--- config.mk ---
export PLATFORM = sky130hd
export DESIGN_NAME = fwrisc_mds_arbiter
export DESIGN_NICKNAME = d
export VERILOG_FILES = /design/src/rtl/fwrisc_mds_arbiter.sv
export SDC_FILE = /design/constraint.sdc
export NUM_CORES = 1
export LEC_CHECK = 0
export CORE_ASPECT_RATIO = 1.2
export CORE_MARGIN = 2
export CORE_UTILIZATION = 30
export CTS_BUF_LIST = sky130_fd_sc_hd__clkbuf_2 sky130_fd_sc_hd__clkbuf_4 sky130_fd_sc_hd__clkbuf_8
export CTS_CLUSTER_DIAMETER = 60
export CTS_CLUSTER_SIZE = 30
export DETAILED_ROUTE_END_ITERATION = 10
export PLACE_DENSITY = 0.67
export SLEW_MARGIN = 20
export SYNTH_ARGS = -nofsm -noshare
export SYNTH_HDL_FRONTEND = slang
export SYNTH_SLANG_ARGS = --single-unit
--- constraint.sdc ---
create_clock -name clock -period 4.3 [get_ports clock]
set_input_delay 0.43 -clock clock [delete_from_list [all_inputs] [get_ports clock]]
set_output_delay 0.43 -clock clock [all_outputs]
set_load 0.01 [all_outputs]
--- src/rtl/fwrisc_mds_arbiter.sv ---
// Two-port arbiter/sequencer sharing one mul/div/shift unit; FWRISC_MDS_ARB_RR_EN selects round-robin ties (else req0 priority).
// Latency: accept c0, unit start c1, response c2+L; one operation in flight, next accept after rsp handshake.
// Backpressure: losing/late requesters see ready=0 and hold; a response is held stable until its rsp_ready.
module fwrisc_mds_arbiter #(
    parameter int DATA_WIDTH = 32,
    parameter int OP_WIDTH   = 4
) (
    input  logic                  clock,
    input  logic                  reset,
    input  logic                  req0_valid,
    output logic                  req0_ready,
    input  logic [DATA_WIDTH-1:0] req0_a,
    input  logic [DATA_WIDTH-1:0] req0_b,
    input  logic [OP_WIDTH-1:0]   req0_op,
    input  logic                  req1_valid,
    output logic                  req1_ready,
    input  logic [DATA_WIDTH-1:0] req1_a,
    input  logic [DATA_WIDTH-1:0] req1_b,
    input  logic [OP_WIDTH-1:0]   req1_op,
    output logic                  rsp0_valid,
    input  logic                  rsp0_ready,
    output logic [DATA_WIDTH-1:0] rsp0_data,
    output logic                  rsp1_valid,
    input  logic                  rsp1_ready,
    output logic [DATA_WIDTH-1:0] rsp1_data,
    output logic [DATA_WIDTH-1:0] mds_in_a,
    output logic [DATA_WIDTH-1:0] mds_in_b,
    output logic [OP_WIDTH-1:0]   mds_op,
    output logic                  mds_in_valid,
    input  logic [DATA_WIDTH-1:0] mds_out,
    input  logic                  mds_out_valid,
    output logic                  busy,
    output logic                  grant_id
);

    typedef enum logic [1:0] {IDLE, ISSUE, WAIT, RESP} state_t;

    state_t state, state_nxt;
    logic   any_req;
    logic   win;
    logic   rsp_hs;

    assign any_req = req0_valid | req1_valid;
    assign rsp_hs  = grant_id ? rsp1_ready : rsp0_ready;

`ifdef FWRISC_MDS_ARB_RR_EN
    logic last_grant;

    // Reset to 1 so that req0 takes the first tie.
    always_ff @(posedge clock or posedge reset) begin
        if (reset)
            last_grant <= 1'b1;
        else if (state == RESP && rsp_hs)
            last_grant <= grant_id;
    end

    assign win = (req0_valid && req1_valid) ? ~last_grant : req1_valid;
`else
    assign win = ~req0_valid;
`endif

    always_comb begin
        state_nxt  = state;
        req0_ready = 1'b0;
        req1_ready = 1'b0;
        case (state)
            IDLE: begin
                if (any_req) begin
                    req0_ready = ~win;
                    req1_ready = win;
                    state_nxt  = ISSUE;
                end
            end
            ISSUE: state_nxt = WAIT;
            WAIT: begin
                if (mds_out_valid)
                    state_nxt = RESP;
            end
            RESP: begin
                if (rsp_hs)
                    state_nxt = IDLE;
            end
            default: state_nxt = IDLE;
        endcase
    end

    always_ff @(posedge clock or posedge reset) begin
        if (reset) begin
            state        <= IDLE;
            mds_in_a     <= '0;
            mds_in_b     <= '0;
            mds_op       <= '0;
            mds_in_valid <= 1'b0;
            busy         <= 1'b0;
            grant_id     <= 1'b0;
            rsp0_valid   <= 1'b0;
            rsp1_valid   <= 1'b0;
            rsp0_data    <= '0;
            rsp1_data    <= '0;
        end else begin
            state        <= state_nxt;
            mds_in_valid <= (state_nxt == ISSUE);
            busy         <= (state_nxt != IDLE);
            if (state == IDLE && any_req) begin
                mds_in_a <= win ? req1_a  : req0_a;
                mds_in_b <= win ? req1_b  : req0_b;
                mds_op   <= win ? req1_op : req0_op;
                grant_id <= win;
            end
            // Result is steered to the owner's port only; the other port reads zero.
            if (state == WAIT && mds_out_valid) begin
                rsp0_valid <= ~grant_id;
                rsp1_valid <= grant_id;
                rsp0_data  <= grant_id ? '0 : mds_out;
                rsp1_data  <= grant_id ? mds_out : '0;
            end else if (state == RESP && rsp_hs) begin
                rsp0_valid <= 1'b0;
                rsp1_valid <= 1'b0;
                rsp0_data  <= '0;
                rsp1_data  <= '0;
            end
        end
    end

endmodule

==> flow_summary.ini, run 1 <==
[sta]
finalCriticalPeriod_ps = 2364
setup_viol = 0
max_freq_mhz = 423.0
skew_ps = 7.701
hold_viol_final = 0
slew_viol_final = 0
rsz0062_at_grt = no
tightest_slew_ps = 1020
whs_ps = 365.0
relSlewSlack = 0.3198
fin_tns_setup_ps = 0
fin_crit_sh = 0.5498

[synthesis]
synth_cells = 392
synth.distinct_cells = 23
synth_top_area_share = 0.5919
yosysSeqAreaShare = 0.5919
yosys_register_bits = 139
yosysWarnings = 0
synth_fp_nets = 567
synth_area_leaders = dfrtp_1 59%, mux2_2 17%, a22o_1 9.5%
netlist_area_um2 = 5877
synth_area_leader_cell = dfrtp_1
avgSynthCellArea_um2 = 14.99

[placement]
dp_cells = 944
io_buffers = 313
place_congestion = 0.7906
hpwl_mm = 12.88

[die]
core_area_um2 = 19410
die_x_um = 131.8
start_util = 0.3028
die-area_um2 = 20730
ioPinCount = 314
die_height_um = 157.3
rows = 56

[detailed_routing]
vias = 4519
wl_mm = 17.42
wl_per_cell_um = 17.85
firstDrtPassIters = 4
drt_iter0_drc = 132
ant_nets = 0
vias_per_cell = 4.630
drc = 0

[final_layout]
nNetsFinal = 877
final_cells = 976
finish.utilization = 0.5011
area_growth_pct = 65.49
drive_above_1_share = 0.1958
final_common_cell = clkdlybuf4s50_1
layout_common_cells = 312 x clkdlybuf4s50_1, 139 x dfrtp_1, 91 x mux2_2, 64 x a22o_1, 45 x mux2_1
n_antenna_cell = 0

[power_and_ir_drop]
powerDensity_nw_per_um2 = 661.4
leakagePower_uw = 0.004072
ir_drop_v = 0.0003586

[grt]
grt_overflow_total = 0
grt_usage = 0.1717
grt_pass1_wl_mm = 27.83
grt_pass1_vias = 5096
antenna_found_initial = 0
grt_max_degree = 76

[setup_path]
cp-end-kind = register
crit_path_start_kind = register
critPathTopFamily = buffers and inverters
critPathBufInv = 2
cp.required_ps = 4620
crit_slowest_cell = inv_2
max_stage_delay_ps = 720
path_cells = nor2_4, o21ai_2, inv_2, buf_4, mux2_1
crit_fanout = 48
worstSetupPathType = reg -> reg
worstPathArrival_ps = 2680

[clock_network]
cts_max_level = 4
root_buffer = clkbuf_8
worstSkewPairLatency_ps = 430
cts_tree = yes
clock_sinks = 139
clk_path_buf_depth = 2
numCtsBuffers = 17
post-cts-setup-buffer-count = 0
post_cts_resized = 0
hold_buffers = 0
clk_pin_slew_ps = 80

[outcome]
outcome = completed

[worst_hold_path]
hold_class = in -> reg

[flow_run]
drv_cap = 0
[cell families after synthesis]
group                  count (synthesis)  share of synthesized area
muxes                                138                     0.2640
DFF                                  139                     0.5919
AOI/OAI and AO/OA                     72                     0.1041
buffers and inverters                 34                    0.02810
and+or+nand+nor                        9                    0.01192
[sequential cells by signal, summed over array words and instances (netlist names)]
register      flops
rsp0_data        32
busy              1
rsp0_valid        1
mds_in_a         32
mds_in_valid      1
grant_id          1
state             2
rsp1_valid        1
mds_in_b         32
mds_op            4
rsp1_data        32
[cell type report]
class / instances / area, µm²
Sequential cell: 139 / 3478
Clock inverter: 14 / 230.2
Fill cell: 1680 / 9683
Multi-Input combinational cell: 219 / 2241
Clock buffer: 18 / 241.5
Inverter: 4 / 20.02
Timing Repair Buffer: 321 / 3188
Tap cell: 261 / 326.6
[cell usage after synthesis]
| cell type | instances |
|---|---|
| a21oi_1 | 1 |
| nor4b_4 | 1 |
| a21o_1 | 3 |
| a22o_1 | 64 |
| mux2i_1 | 2 |
| buf_6 | 2 |
| buf_4 | 1 |
| and4_1 | 1 |
| clkbuf_1 | 12 |
| buf_2 | 15 |
| dfrtp_1 | 139 |
| o21ai_1 | 2 |
| mux2_2 | 91 |
| and2_1 | 1 |
| o21ai_0 | 1 |
| nor2_4 | 1 |
| nand2_1 | 1 |
| nor3_1 | 1 |
| nor2_1 | 3 |
| o21ai_2 | 1 |
| inv_2 | 3 |
| mux2_1 | 45 |
| inv_1 | 1 |
[worst min-delay path, stage by stage]
cell,delay [ps]
buf_2,160
o21ai_2,100
o21ai_1,70
[per-layer routing]
| layer | track usage | vias to the layer above | part of all wire | wire length [µm] |
|---|---|---|---|---|
| li1 | - | 2075 | - | - |
| met1 | 0.1924 | 2192 | 0.38 | 6697 |
| met2 | 0.2952 | 227 | 0.51 | 8802 |
| met3 | 0.07279 | 25 | 0.090 | 1572 |
| met4 | 0.05849 | 0 | 0.020 | 348 |
| met5 | 0 | - | 0 | 0 |
[stage by stage]
step | setup WS, ps | total power, µW | cell area [µm²]
floorplan | 145.5 | 3505 | 5877
CTS | 1866 | 6533 | 9719
detailed placement | 1624 | 5231 | 9248
global placement | 1657 | 5150 | 9248
finish | 1936 | 6433 | 9726
global route | 1723 | 6823 | 9726
[power by group]
part / switching [µW] / total [µW] / internal, µW
combinational: 1150 / 2870 / 1720
sequential: 368 / 2300 / 1930
clock: 547 / 1260 / 714
total: 2070 / 6430 / 4370
[path summary, 6_finish.rpt]
check | start | endpoint | slack, ps | cells after the start
setup / recovery | state[0]$_DFF_PP0_ | mds_in_b[19]$_DFFE_PP0P_ | 1940 | 5
hold / removal | req0_valid | busy$_DFF_PP0_ | 370 | 3
setup reg to reg | state[0]$_DFF_PP0_ | mds_in_b[19]$_DFFE_PP0P_ | 1940 | 5
hold reg to reg | mds_in_b[6]$_DFFE_PP0P_ | mds_in_b[6]$_DFFE_PP0P_ | 490 | 1
max in group asynchronous | reset | mds_in_b[22]$_DFFE_PP0P_ | 2900 | 3
min in group asynchronous | reset | mds_in_b[0]$_DFFE_PP0P_ | 460 | 2
Note: power is estimated with default switching activity, not from simulation.
==> inputs of run 2 (changes only) <==
==> constraint.sdc (replaced) <==
create_clock -name clock -period 2.05 [get_ports clock]
set_input_delay 0.205 -clock clock [delete_from_list [all_inputs] [get_ports clock]]
set_output_delay 0.205 -clock clock [all_outputs]
set_load 0.01 [all_outputs]
==> run 2 against run 1 <==
  * Core utilization rose by 0.12 points
  * Worst hold slack worse by 89 ps
  * Non-clock buffer count increased by 3
  * Via count decreased by 0.15%
  * Worst setup slack got worse by 1600 ps
  * Sequential share of layout area down 0.062 points
  * Combinational power grew 110%
  * Power rose by 110%
  * Largest cell class unchanged
  * Critical path type is now reg -> out
  * Register-to-register slack worse by 1600 ps
  * Clock power up 79%
  * Sequential power is 110% higher
==> flow_summary.ini, run 2 (synthesis gave the netlist of run 1 again) <==
[power_and_ir_drop]
swShare = 0.3268
clkPwrFrac = 0.171
p_comb_frac = 0.462
ir_drop_v = 0.0008833
powerDensity_nw_per_um2 = 1353
p_switching_uw = 4311
seqPwrFrac = 0.366
leakagePower_uw = 0.004111
p_int_uw = 8881

[clock_network]
clk_path_buf_depth = 2
hold_buffers = 0
worstSkewPairLatency_ps = 430
root_buffer = clkbuf_8
clock_sinks = 139
clk_pin_slew_ps = 90
cts_max_level = 4
numCtsBuffers = 17
cts_tree = yes

[grt]
grt_max_degree = 79
grt_usage = 0.1664
grt_pass1_vias = 4961
grt_pass1_wl_mm = 27.18
use_met2 = 0.2862
antenna_found_initial = 1
grt_overflow_total = 0
use_met1 = 0.1876
grt_busiest_layer = met2
gr-usage-met3 = 0.06763

[detailed_routing]
wl_per_cell_um = 17.54
wl_mm = 17.19
drc = 0
vias = 4512
firstDrtPassIters = 4
ant_nets = 0
drt_iter0_drc = 123
vias_per_cell = 4.604

[outcome]
outcome = completed

[sta]
hold_viol_final = 0
fin_crit_sh = 0.8456
setup_viol = 0
skew_ps = 9.507
tightest_slew_ps = 417.2
rsz0062_at_grt = no
fin_tns_setup_ps = 0
relSlewSlack = 0.7219
finalCriticalPeriod_ps = 1733
slew_viol_final = 0
max_freq_mhz = 576.9

[placement]
dpl_cell_area_um2 = 9316
place_congestion = 0.8509
hpwl_mm = 12.88
io_buffers = 313

[setup_path]
cp-end-kind = primary output
path_cells = clkdlybuf4s50_1
crit_path_start_kind = register
r2r_slack_ps = 380
crit_slowest_cell = clkdlybuf4s50_1
worstSetupPathType = reg -> out
critPathBufInv = 1
critical_path_depth = 1
crit_fanout = 5
worstReg2RegEnd = mds_in_b[5]$_DFFE_PP0P_
r2r_cells = 5
worstPathArrival_ps = 1530
cp.required_ps = 1850
max_stage_delay_ps = 610
timing.rr.start = state[1]$_DFF_PP0_
critPathTopFamily = buffers and inverters

[flow_run]
drv_cap = 0

[final_layout]
area_growth_pct = 65.89
final_area_um2 = 9749
layout_common_cells = 310 x clkdlybuf4s50_1, 137 x dfrtp_1, 91 x mux2_2, 64 x a22o_1, 45 x mux2_1
final_common_cell = clkdlybuf4s50_1
drive_above_1_share = 0.2019
nNetsFinal = 880
fillers = 1684

[die]
core_area_um2 = 19410
ioPinCount = 314
start_util = 0.3028
die_x_um = 131.8
rows = 56
die-area_um2 = 20730
die_height_um = 157.3

[worst_hold_path]
hold_class = in -> async
==> run 2: cell count changes in the layout (fill, tap and decap cells not counted), sizes merged <==
cell,previous run,this run
buf,9,12
inv,11,8
clkinv,1,7
diode,0,1
clkdlybuf4s50,312,310
dlymetal6s2s,0,2
bufinv,5,2
==> run 2: final cells by class <==
| type | count | area [µm²] | area share |
|---|---|---|---|
| sequential | 139 | 3481 | 0.3570 |
| timing repair buffer | 324 | 3278 | 0.3362 |
| clock inverter | 14 | 160.2 | 0.01643 |
| inverter | 4 | 18.77 | 0.001925 |
| clock buffer | 18 | 247.7 | 0.02541 |
| antenna | 1 | 2.502 | 0.0002567 |
| tap | 261 | 326.6 | 0.03350 |
| multi-input combinational | 219 | 2235 | 0.2292 |
==> run 2: worst max path at each step <==
stage,startpoint,to,slack [ps]
floorplan,reset,busy$_DFF_PP0_,110
global placement,req1_valid,mds_in_a[23]$_DFFE_PP0P_,310
detailed placement,req1_valid,mds_in_a[31]$_DFFE_PP0P_,290
CTS,state[1]$_DFF_PP0_,req0_ready,20
global route,grant_id$_DFFE_PP0P_,grant_id,230
finish,grant_id$_DFFE_PP0P_,grant_id,320
==> run 2: layer usage <==
metal / vias up / share of wire
li1: 2081 / -
met1: 2205 / 0.39
met3: 15 / 0.087
met4: 0 / 0.016
met5: - / 0
met2: 211 / 0.51
==> run 2: through the flow <==
step | setup slack, ps | instances | utilization | total power (µW) | hold WS, ps
final | 316.6 | 980 | 0.5023 | 13190 | 275.8
after global routing | 233.6 | 980 | 0.5023 | 14010 | 275.1
after CTS | 23.88 | 978 | 0.5015 | 13400 | 277.4
after detailed placement | 289.6 | 945 | 0.4800 | 11030 | 466.7
after global placement | 307.3 | 945 | 0.4800 | 10860 | 461.8
after floorplan | 109.9 | 392 | - | 7353 | 337.5
==> run 2: worst reg2reg max path, cell delays in order (launching register included) <==
cell     delay, ps
dfrtp_2        450
nor2_4         180
o21ai_2        100
inv_2           80
buf_12         310
mux2_2         440
==> run 2: timing repair <==
| action | CTS | global route |
|---|---|---|
| gates resized for setup | 1 | 3 |
| setup endpoints to repair | 2 | 2 |
| pin swaps | 0 | 1 |
| buffers inserted | 1 | 1 |
==> run 2: power by group through the flow <==
stage / clock (µW) / sequential [µW] / combinational (µW)
2_1_floorplan: 0 / 5370 / 1980
3_3_place_gp: 0 / 4840 / 6020
3_5_place_dp: 0 / 4890 / 6130
4_1_cts: 2360 / 4860 / 6180
5_1_grt: 2500 / 5010 / 6500
6_report: 2260 / 4830 / 6100
